## config.mk

```make
export PLATFORM = sky130hd
export DESIGN_NAME = bus_arbiter
export DESIGN_NICKNAME = d
export VERILOG_FILES = /design/src/rtl/mycpu_pkg.sv /design/src/rtl/bus_arbiter_rr_arb2.sv /design/src/rtl/bus_arbiter.sv
export SDC_FILE = /design/constraint.sdc
export NUM_CORES = 1
export LEC_CHECK = 0
export CORE_MARGIN = 4
export CORE_UTILIZATION = 60
export DETAILED_ROUTE_END_ITERATION = 12
export DONT_BUFFER_PORTS = 1
export HOLD_SLACK_MARGIN = 0.03
export PLACE_DENSITY = 0.76
export SETUP_SLACK_MARGIN = 0.5
export SLEW_MARGIN = 20
export SYNTH_ARGS = -nofsm -noshare
export SYNTH_HDL_FRONTEND = slang
export SYNTH_HIERARCHICAL = 1
export SYNTH_SLANG_ARGS = --single-unit
```

## constraint.sdc

```tcl
create_clock -name clk -period 2.7 [get_ports clk]
set_input_delay 0.27 -clock clk [delete_from_list [all_inputs] [get_ports clk]]
set_output_delay 0.27 -clock clk [all_outputs]
set_load 0.03 [all_outputs]
```

## src/rtl/mycpu_pkg.sv

```systemverilog
// Shared types and constants for the CPU data-bus arbiter.
package mycpu_pkg;

    // Default bus geometry; bus_arbiter parameters default to these values
    localparam int BUS_AW = 16;
    localparam int BUS_DW = 16;

    // Requester port indices
    localparam logic PORT_CPU = 1'b0;
    localparam logic PORT_DBG = 1'b1;

    // Arbiter sequencing states
    typedef enum logic [1:0] {
        ARB_IDLE,
        ARB_MEM,
        ARB_IO,
        ARB_RESP
    } arb_state_t;

    // Command captured from the granted port at grant time
    typedef struct packed {
        logic              we;
        logic              iom;
        logic [BUS_AW-1:0] addr;
        logic [BUS_DW-1:0] wdata;
    } bus_cmd_t;

    // Larger of two non-negative integers, used to size shared counters
    function automatic int max_int(input int a, input int b);
        return (a > b) ? a : b;
    endfunction

endpackage

```

## src/rtl/bus_arbiter_rr_arb2.sv

```systemverilog
// Two-way round-robin picker. Purely combinational; the caller owns the
// last-grant register and updates it when a grant is taken.
module rr_arb2
    import mycpu_pkg::*;
(
    input  logic [1:0] req,
    input  logic       last_gnt,
    output logic       gnt_valid,
    output logic       gnt_idx
);

    // Single requester wins outright; on a tie the port that did not win last time goes
    always_comb begin
        // NOTE: every always_comb output gets a default first so no path can infer a latch.
        gnt_valid = |req;
        gnt_idx   = PORT_CPU;
        if (req == 2'b11) begin
            gnt_idx = ~last_gnt;
        end else if (req[PORT_DBG]) begin
            gnt_idx = PORT_DBG;
        end
    end

endmodule

```

## src/rtl/bus_arbiter.sv

```systemverilog
// Serialises data-memory and IO bus transactions from the CPU data path
// (port 0) and the debug/loader (port 1). One transaction at a time:
// IDLE -> MEM or IO -> RESP -> IDLE, with a one-cycle done pulse per access.
module bus_arbiter
    import mycpu_pkg::*;
#(
    parameter int AW         = BUS_AW,
    parameter int DW         = BUS_DW,
    parameter int MEM_LAT    = 1,
    parameter int IO_TIMEOUT = 15
) (
    input  logic            clk,
    input  logic            rst,

    // Requester side
    input  logic [1:0]      req,
    input  logic [1:0]      we,
    input  logic [1:0]      iom,
    input  logic [2*AW-1:0] addr,
    input  logic [2*DW-1:0] wdata,
    output logic [1:0]      done,
    output logic [DW-1:0]   rdata,
    output logic            err,
    output logic            busy,

    // Fixed-latency memory
    output logic            mem_en,
    output logic            mem_we,
    output logic [AW-1:0]   mem_addr,
    output logic [DW-1:0]   mem_wdata,
    input  logic [DW-1:0]   mem_rdata,

    // Handshaked IO bus
    output logic            io_req,
    output logic            io_we,
    output logic [AW-1:0]   io_addr,
    output logic [DW-1:0]   io_wdata,
    input  logic [DW-1:0]   io_rdata,
    input  logic            io_ack
);

    // One counter serves both the memory latency and the IO timeout
    localparam int CNT_MAX = max_int(MEM_LAT, IO_TIMEOUT);
    localparam int CW      = $clog2(CNT_MAX + 1);

    localparam logic [CW-1:0] MEM_LAST = CW'(MEM_LAT);
    localparam logic [CW-1:0] IO_LAST  = CW'(IO_TIMEOUT - 1);

    arb_state_t    state;
    bus_cmd_t      cmd;
    bus_cmd_t      grant_cmd;
    logic          idx;
    logic          last_gnt;
    logic [CW-1:0] cnt;
    logic          gnt_valid;
    logic          gnt_idx;

    logic          in_mem;
    logic          in_io;
    logic          io_timeout_hit;

    rr_arb2 u_rr_arb2 (
        .req       (req),
        .last_gnt  (last_gnt),
        .gnt_valid (gnt_valid),
        .gnt_idx   (gnt_idx)
    );

    // Select the granted port's command fields from the flat request buses
    always_comb begin
        grant_cmd       = '0;
        grant_cmd.we    = gnt_idx ? we[1]  : we[0];
        grant_cmd.iom   = gnt_idx ? iom[1] : iom[0];
        grant_cmd.addr  = gnt_idx ? addr[2*AW-1:AW]  : addr[AW-1:0];
        grant_cmd.wdata = gnt_idx ? wdata[2*DW-1:DW] : wdata[DW-1:0];
    end

    // Bus phase decode, qualified by the latched space select
    assign in_mem = (state == ARB_MEM) && !cmd.iom;
    assign in_io  = (state == ARB_IO)  &&  cmd.iom;

    // Timeout fires at the end of the IO_TIMEOUT-th IO cycle; 0 disables it
    assign io_timeout_hit = (IO_TIMEOUT != 0) && (cnt == IO_LAST);

    // Bus outputs decoded from registered state only; req never reaches them
    always_comb begin
        busy      = (state != ARB_IDLE);
        mem_en    = in_mem && (cnt == '0);
        mem_we    = mem_en && cmd.we;
        mem_addr  = in_mem ? cmd.addr  : '0;
        mem_wdata = in_mem ? cmd.wdata : '0;
        io_req    = in_io;
        io_we     = in_io && cmd.we;
        io_addr   = in_io ? cmd.addr  : '0;
        io_wdata  = in_io ? cmd.wdata : '0;
    end

    // Transaction FSM: grant, run the bus phase, pulse done for one cycle
    always_ff @(posedge clk) begin
        if (rst) begin
            state    <= ARB_IDLE;
            cmd      <= '0;
            idx      <= PORT_CPU;
            last_gnt <= PORT_DBG;
            cnt      <= '0;
            done     <= '0;
            rdata    <= '0;
            err      <= 1'b0;
        end else begin
            // NOTE: state is updated with non-blocking assignments so every register sees pre-edge values.
            done  <= '0;
            rdata <= '0;
            err   <= 1'b0;

            case (state)
                ARB_IDLE: begin
                    if (gnt_valid) begin
                        idx      <= gnt_idx;
                        last_gnt <= gnt_idx;
                        cmd      <= grant_cmd;
                        cnt      <= '0;
                        state    <= grant_cmd.iom ? ARB_IO : ARB_MEM;
                    end
                end

                ARB_MEM: begin
                    if (cnt == MEM_LAST) begin
                        done[idx] <= 1'b1;
                        rdata     <= cmd.we ? '0 : mem_rdata;
                        state     <= ARB_RESP;
                    end else begin
                        cnt <= cnt + CW'(1);
                    end
                end

                ARB_IO: begin
                    if (io_ack) begin
                        done[idx] <= 1'b1;
                        rdata     <= cmd.we ? '0 : io_rdata;
                        state     <= ARB_RESP;
                    end else if (io_timeout_hit) begin
                        done[idx] <= 1'b1;
                        err       <= 1'b1;
                        state     <= ARB_RESP;
                    end else begin
                        cnt <= cnt + CW'(1);
                    end
                end

                ARB_RESP: begin
                    state <= ARB_IDLE;
                end

                default: begin
                    state <= ARB_IDLE;
                end
            endcase
        end
    end

endmodule

```

* Word-level counts from Yosys, hierarchy flattened
Cells that the tools add are included.
Cells by class: muxes and demuxes 33, eq/ne operators 12, magnitude comparators 2, add/subtract/negate cells 1, bitwise operators 2, reduce and logical (&&, ||, !) cells 16
Operators with widths (count):
- two-way mux 16 bit | 10
- one-hot mux 16 bit (2 select lines) | 1
- two-way mux 2 bit | 8
- two-way mux 4 bit | 4
- one-hot mux 4 bit (3 select lines) | 1
- != test 2 bit, second input constant | 4
- one-hot mux 2 bit (4 select lines) | 1
- equality test 2 bit, second input constant | 3
- logical AND 1 bit | 6
- two-way mux 1 bit | 6
- AND reduction 5 bit | 1
- adder 4 x 1 -> 4 bit, second input constant | 1
- equality test 4 x 1 -> 1 bit, second input constant | 1
- equality test 4 bit, second input constant | 1
- logical NOT 4 bit | 1
- one-hot mux 2 bit (2 select lines) | 1
- != test 3 bit, second input constant | 1
- AND reduction 3 bit | 1
- nonzero test 3 bit | 1
- OR reduction 3 bit | 1
- equality test 2 x 1 -> 1 bit, second input constant | 1
- logical NOT 2 bit | 1
- < comparator 1 x 2 -> 1 bit, second input constant | 1
- != test 2 x 1 -> 1 bit, second input constant | 1
- 7 further kinds | 8
Word-level totals: output and inout bits 88, input port bits 105, word-level logic and storage cells 77, register bits 61

* Longest topological paths before layout
word-level depth 7, gate-level depth with buffers 8, depth with buffers taken out 6

* Modules after synthesis
The synthesis kept the hierarchy.
By module, submodules not included:
- bus_arbiter | area each 3155.5 um2, instances 1, sequential area each 1221.2 um2, cells each 361
- rr_arb2 | area each 13.8 um2, instances 1, sequential area each 0.0 um2, cells each 2

* Least setup slack after synthesis
OpenSTA, ideal clock, no wires.
path type flip-flop to output port, start point register state[1], end point output port mem_we, data arrival time 1531 ps, required time 2430 ps, path buffers 0, setup slack 899 ps, stages on the path, launching flop included 6, cell sequence dfxtp_1 > inv_1 > ha_1 > nor2b_1 > and3_1 > and2_1
Between the ends: longest elaborated chain between the ends 4
RTL lines:
- start, declared | line bus_arbiter.sv:49 | arb_state_t state;
- start signal, assigned | line bus_arbiter.sv:122 | state <= grant_cmd.iom ? ARB_IO : ARB_MEM;
- equality test 2 x 1 -> 1 bit | line bus_arbiter.sv:79 | assign in_mem = (state == ARB_MEM) && !cmd.iom;
- logical AND 1 bit | line bus_arbiter.sv:79
- logical AND 1 bit | line bus_arbiter.sv:88 | mem_en = in_mem && (cnt == '0);
- named net mem_en | line bus_arbiter.sv:27 | output logic mem_en,
- logical AND 1 bit | line bus_arbiter.sv:89 | mem_we = mem_en && cmd.we;
- end, declared | line bus_arbiter.sv:28 | output logic mem_we,
The timed path passes the listed nets, and every way through them passes these cells.

* Worst setup path in the final report
start point register state[0], end point output port io_addr[8]
Between the ends: longest elaborated chain between the ends 3
RTL lines:
- equality test 2 bit | line bus_arbiter.sv:80 | assign in_io = (state == ARB_IO) && cmd.iom;
- logical AND 1 bit | line bus_arbiter.sv:80
- two-way mux 16 bit | line bus_arbiter.sv:94 | io_addr = in_io ? cmd.addr : '0;
- end, declared | line bus_arbiter.sv:36 | output logic [AW-1:0] io_addr,
No other way between the ends.

==> impl_metrics.env <==
export IMPL_dp_cells=405
export IMPL_end_kind="output pin"
export IMPL_synth_warning_count=6
export IMPL_drt_iter0_markers=57
export IMPL_slew_headroom_pct=56.0
export IMPL_async_reset_ff_share_pct=0
export IMPL_grt_pass1_vias=2438
export IMPL_overflow=0
export IMPL_crit_type="flip-flop to output pin"
export IMPL_syn2layout_area_growth_pct=8.80
export IMPL_start_kind="flip-flop"
export IMPL_p_sw_w=0.00142
export IMPL_syn_inst=363
export IMPL_ys_types=41
export IMPL_timing_final_crit_period_ns=2.08
export IMPL_cp_slowest_cell="and3_1"
export IMPL_min_path_type="primary input to flip-flop"
export IMPL_status="finished, final reports clean"
export IMPL_critPathMaxStageDelay_ns=0.40
export IMPL_ant_nets=0
export IMPL_num_rows=26
export IMPL_cts_root_buf="clkbuf_8"
export IMPL_grt_max_degree=46
export IMPL_clockBufferDepth=2
export IMPL_p_leak_nw=1.45
export IMPL_p_sw_share_pct=41.8
export IMPL_worstMarginPinSlew_ns=0.661
export IMPL_yosys_area_top_type="dfxtp_1"
export IMPL_place_gp_congestion=0.905
export IMPL_synth_seq_area_share_pct=38.5
export IMPL_crit_required_ns=2.43
export IMPL_drc=0
export IMPL_fp_coreArea_sq_um=5110
export IMPL_clk_latency_ns=0.33
export IMPL_final_cells=423
export IMPL_cts_max_level=3
export IMPL_nets=461
export IMPL_pin_count=193
export IMPL_dieArea_sq_um=6510
export IMPL_final_core_util_pct=67.5
export IMPL_hold_viol_final=0
export IMPL_clk_pin_slew_ns=0.07
export IMPL_clkPwrFrac_pct=22.9
export IMPL_syn_mean_instance_area_sq_um=8.73
export IMPL_routed_wl_microns=8020
export IMPL_p_int_w=0.00198
export IMPL_place_hpwl_microns=5700
export IMPL_fmax_mhz=481
export IMPL_netlist_area_sq_um=3170
export IMPL_vdd_drop_max_v=0.000593
export IMPL_skew_ns=0.00866
export IMPL_grt_first_pass_wirelength_microns=12200
export IMPL_synthTopCellsByArea="dfxtp_1 (39%), mux2i_1 (11%), a211oi_1 (8.1%), and2_1 (7.1%), and3_1 (6.9%)"
export IMPL_drive_above_1_share_pct=18.4
export IMPL_setup_viol=0
export IMPL_ys_ff_latch=61
export IMPL_dr_pass1_iters=4
export IMPL_cts_tree="done"
export IMPL_viasPerCell=6.12
export IMPL_grt_usage_pct=24.2
export IMPL_finalCritPeriodShare_pct=77.1
export IMPL_setup_tns_ns=0
export IMPL_cts_buffers=9
export IMPL_powerDensity_nw_per_um2=986
export IMPL_wl_per_cell_microns=19.0
export IMPL_power_share_combinational_pct=38.3
export IMPL_synthDominantCellAreaShare_pct=38.5
export IMPL_cp_max_fo=32
export IMPL_slew_violations=0
export IMPL_cp_top_family="buffers and inverters"
export IMPL_n_antenna_cell=0
export IMPL_final_common_cell="dfxtp_1"
export IMPL_timing_max_cap_violations=0
export IMPL_die_w_microns=80.7
export IMPL_rsz0062_at_grt="false"
export IMPL_critPathBufInv=2
export IMPL_ys_flop_type="dfxtp_1"
export IMPL_final_cell_mix="dfxtp_1 (61), nor2_1 (53), and2_2 (34), mux2i_1 (34), a211oi_1 (34)"
export IMPL_path_cells="inv_1 > ha_1 > buf_4 > and3_1"
export IMPL_antenna_found_initial=0
export IMPL_initial_core_util_pct=62.1
export IMPL_vias=2588
export IMPL_dieHeight_microns=80.7
export IMPL_critPathArrivalTime_ns=1.81
export IMPL_synth_edf_count=0
export IMPL_syn_nets=476
export IMPL_cts_sinks=61
export IMPL_p_seq_share_pct=38.8
export IMPL_io_buffers=0
logic make-up after synthesis:
logic type | after synthesis | synth area share [%]
AOI/OAI and AO/OA | 68 | 16.1
adders and majority gates | 8 | 3.16
buffers and inverters | 41 | 5.69
DFF | 61 | 38.5
muxes | 34 | 10.7
and+or+nand+nor | 151 | 25.8
area by class of cell:
| cell class | count | area [sq um] |
|---|---|---|
| clock buffer | 9 | 124 |
| tap | 70 | 87.6 |
| multi-input combinational | 261 | 1840 |
| clock inverter | 7 | 66.3 |
| fill | 418 | 1660 |
| inverter | 8 | 30.0 |
| sequential | 61 | 1220 |
| timing repair buffer | 7 | 77.6 |
power by group through the flow:
stage	logic [W]	registers [W]	clock network (W)
floorplan	0.00108	0.00128	0
global placement	0.00124	0.00133	0
detailed placement	0.00127	0.00133	0
CTS	0.00129	0.00132	0.000797
global route	0.00143	0.00136	0.000856
finish	0.00130	0.00132	0.000778
synthesized netlist by cell type (2+ instances only):
master	n
a211oi_1	34
ha_1	8
buf_1	2
nand2_1	7
a22oi_1	16
o21ai_1	2
nor2_1	53
mux2i_1	34
buf_2	12
a21oi_1	6
dfxtp_1	61
and3_1	35
nand2b_1	3
inv_1	8
or3_1	2
clkbuf_1	17
nand3_1	2
nor2b_1	2
and2_1	36
nand4_1	2
stage by stage:
stage               hold slack [ns]  power, W  cell area, sq um  worst slack (ns)
detailed placement            0.349   0.00261              3190             0.618
global route                 0.0782   0.00364              3450             0.500
finish                       0.0872   0.00340              3450             0.619
CTS                          0.0788   0.00340              3400             0.514
global placement              0.346   0.00257              3190             0.678
floorplan                     0.418   0.00235              3170             0.899
per-layer routing:
layer,vias to the layer above,share of wire (%),GRT usage [%]
met2,124,50,41.7
met1,1193,40,28.4
met3,11,8.3,7.51
met4,0,1.5,7.60
met5,-,0,0
li1,1260,-,-
registers in the layout, summed over array words and instances, names as in the netlist:
signal	cells
cnt	4
idx	1
cmd	34
done	2
err	1
rdata	16
last_gnt	1
state	2
final timing paths:
path                                  start          to  slack, ns  cells after the start
worst max-delay path               state[0]  io_addr[8]       0.62                      4
worst min-delay path            io_rdata[0]    rdata[0]       0.09                      2
worst max register to register     state[0]      cnt[3]       0.73                      6
worst min register to register          idx     done[0]       0.46                      1
repair_timing:
item,in CTS,in global routing
setup endpoints to repair,0,36
setup buffers,0,1
endpoints found under the hold margin,45,0
gates resized for setup,0,35
hold buffers,1,0
No activity file was read; power rests on OpenSTA's default activity.
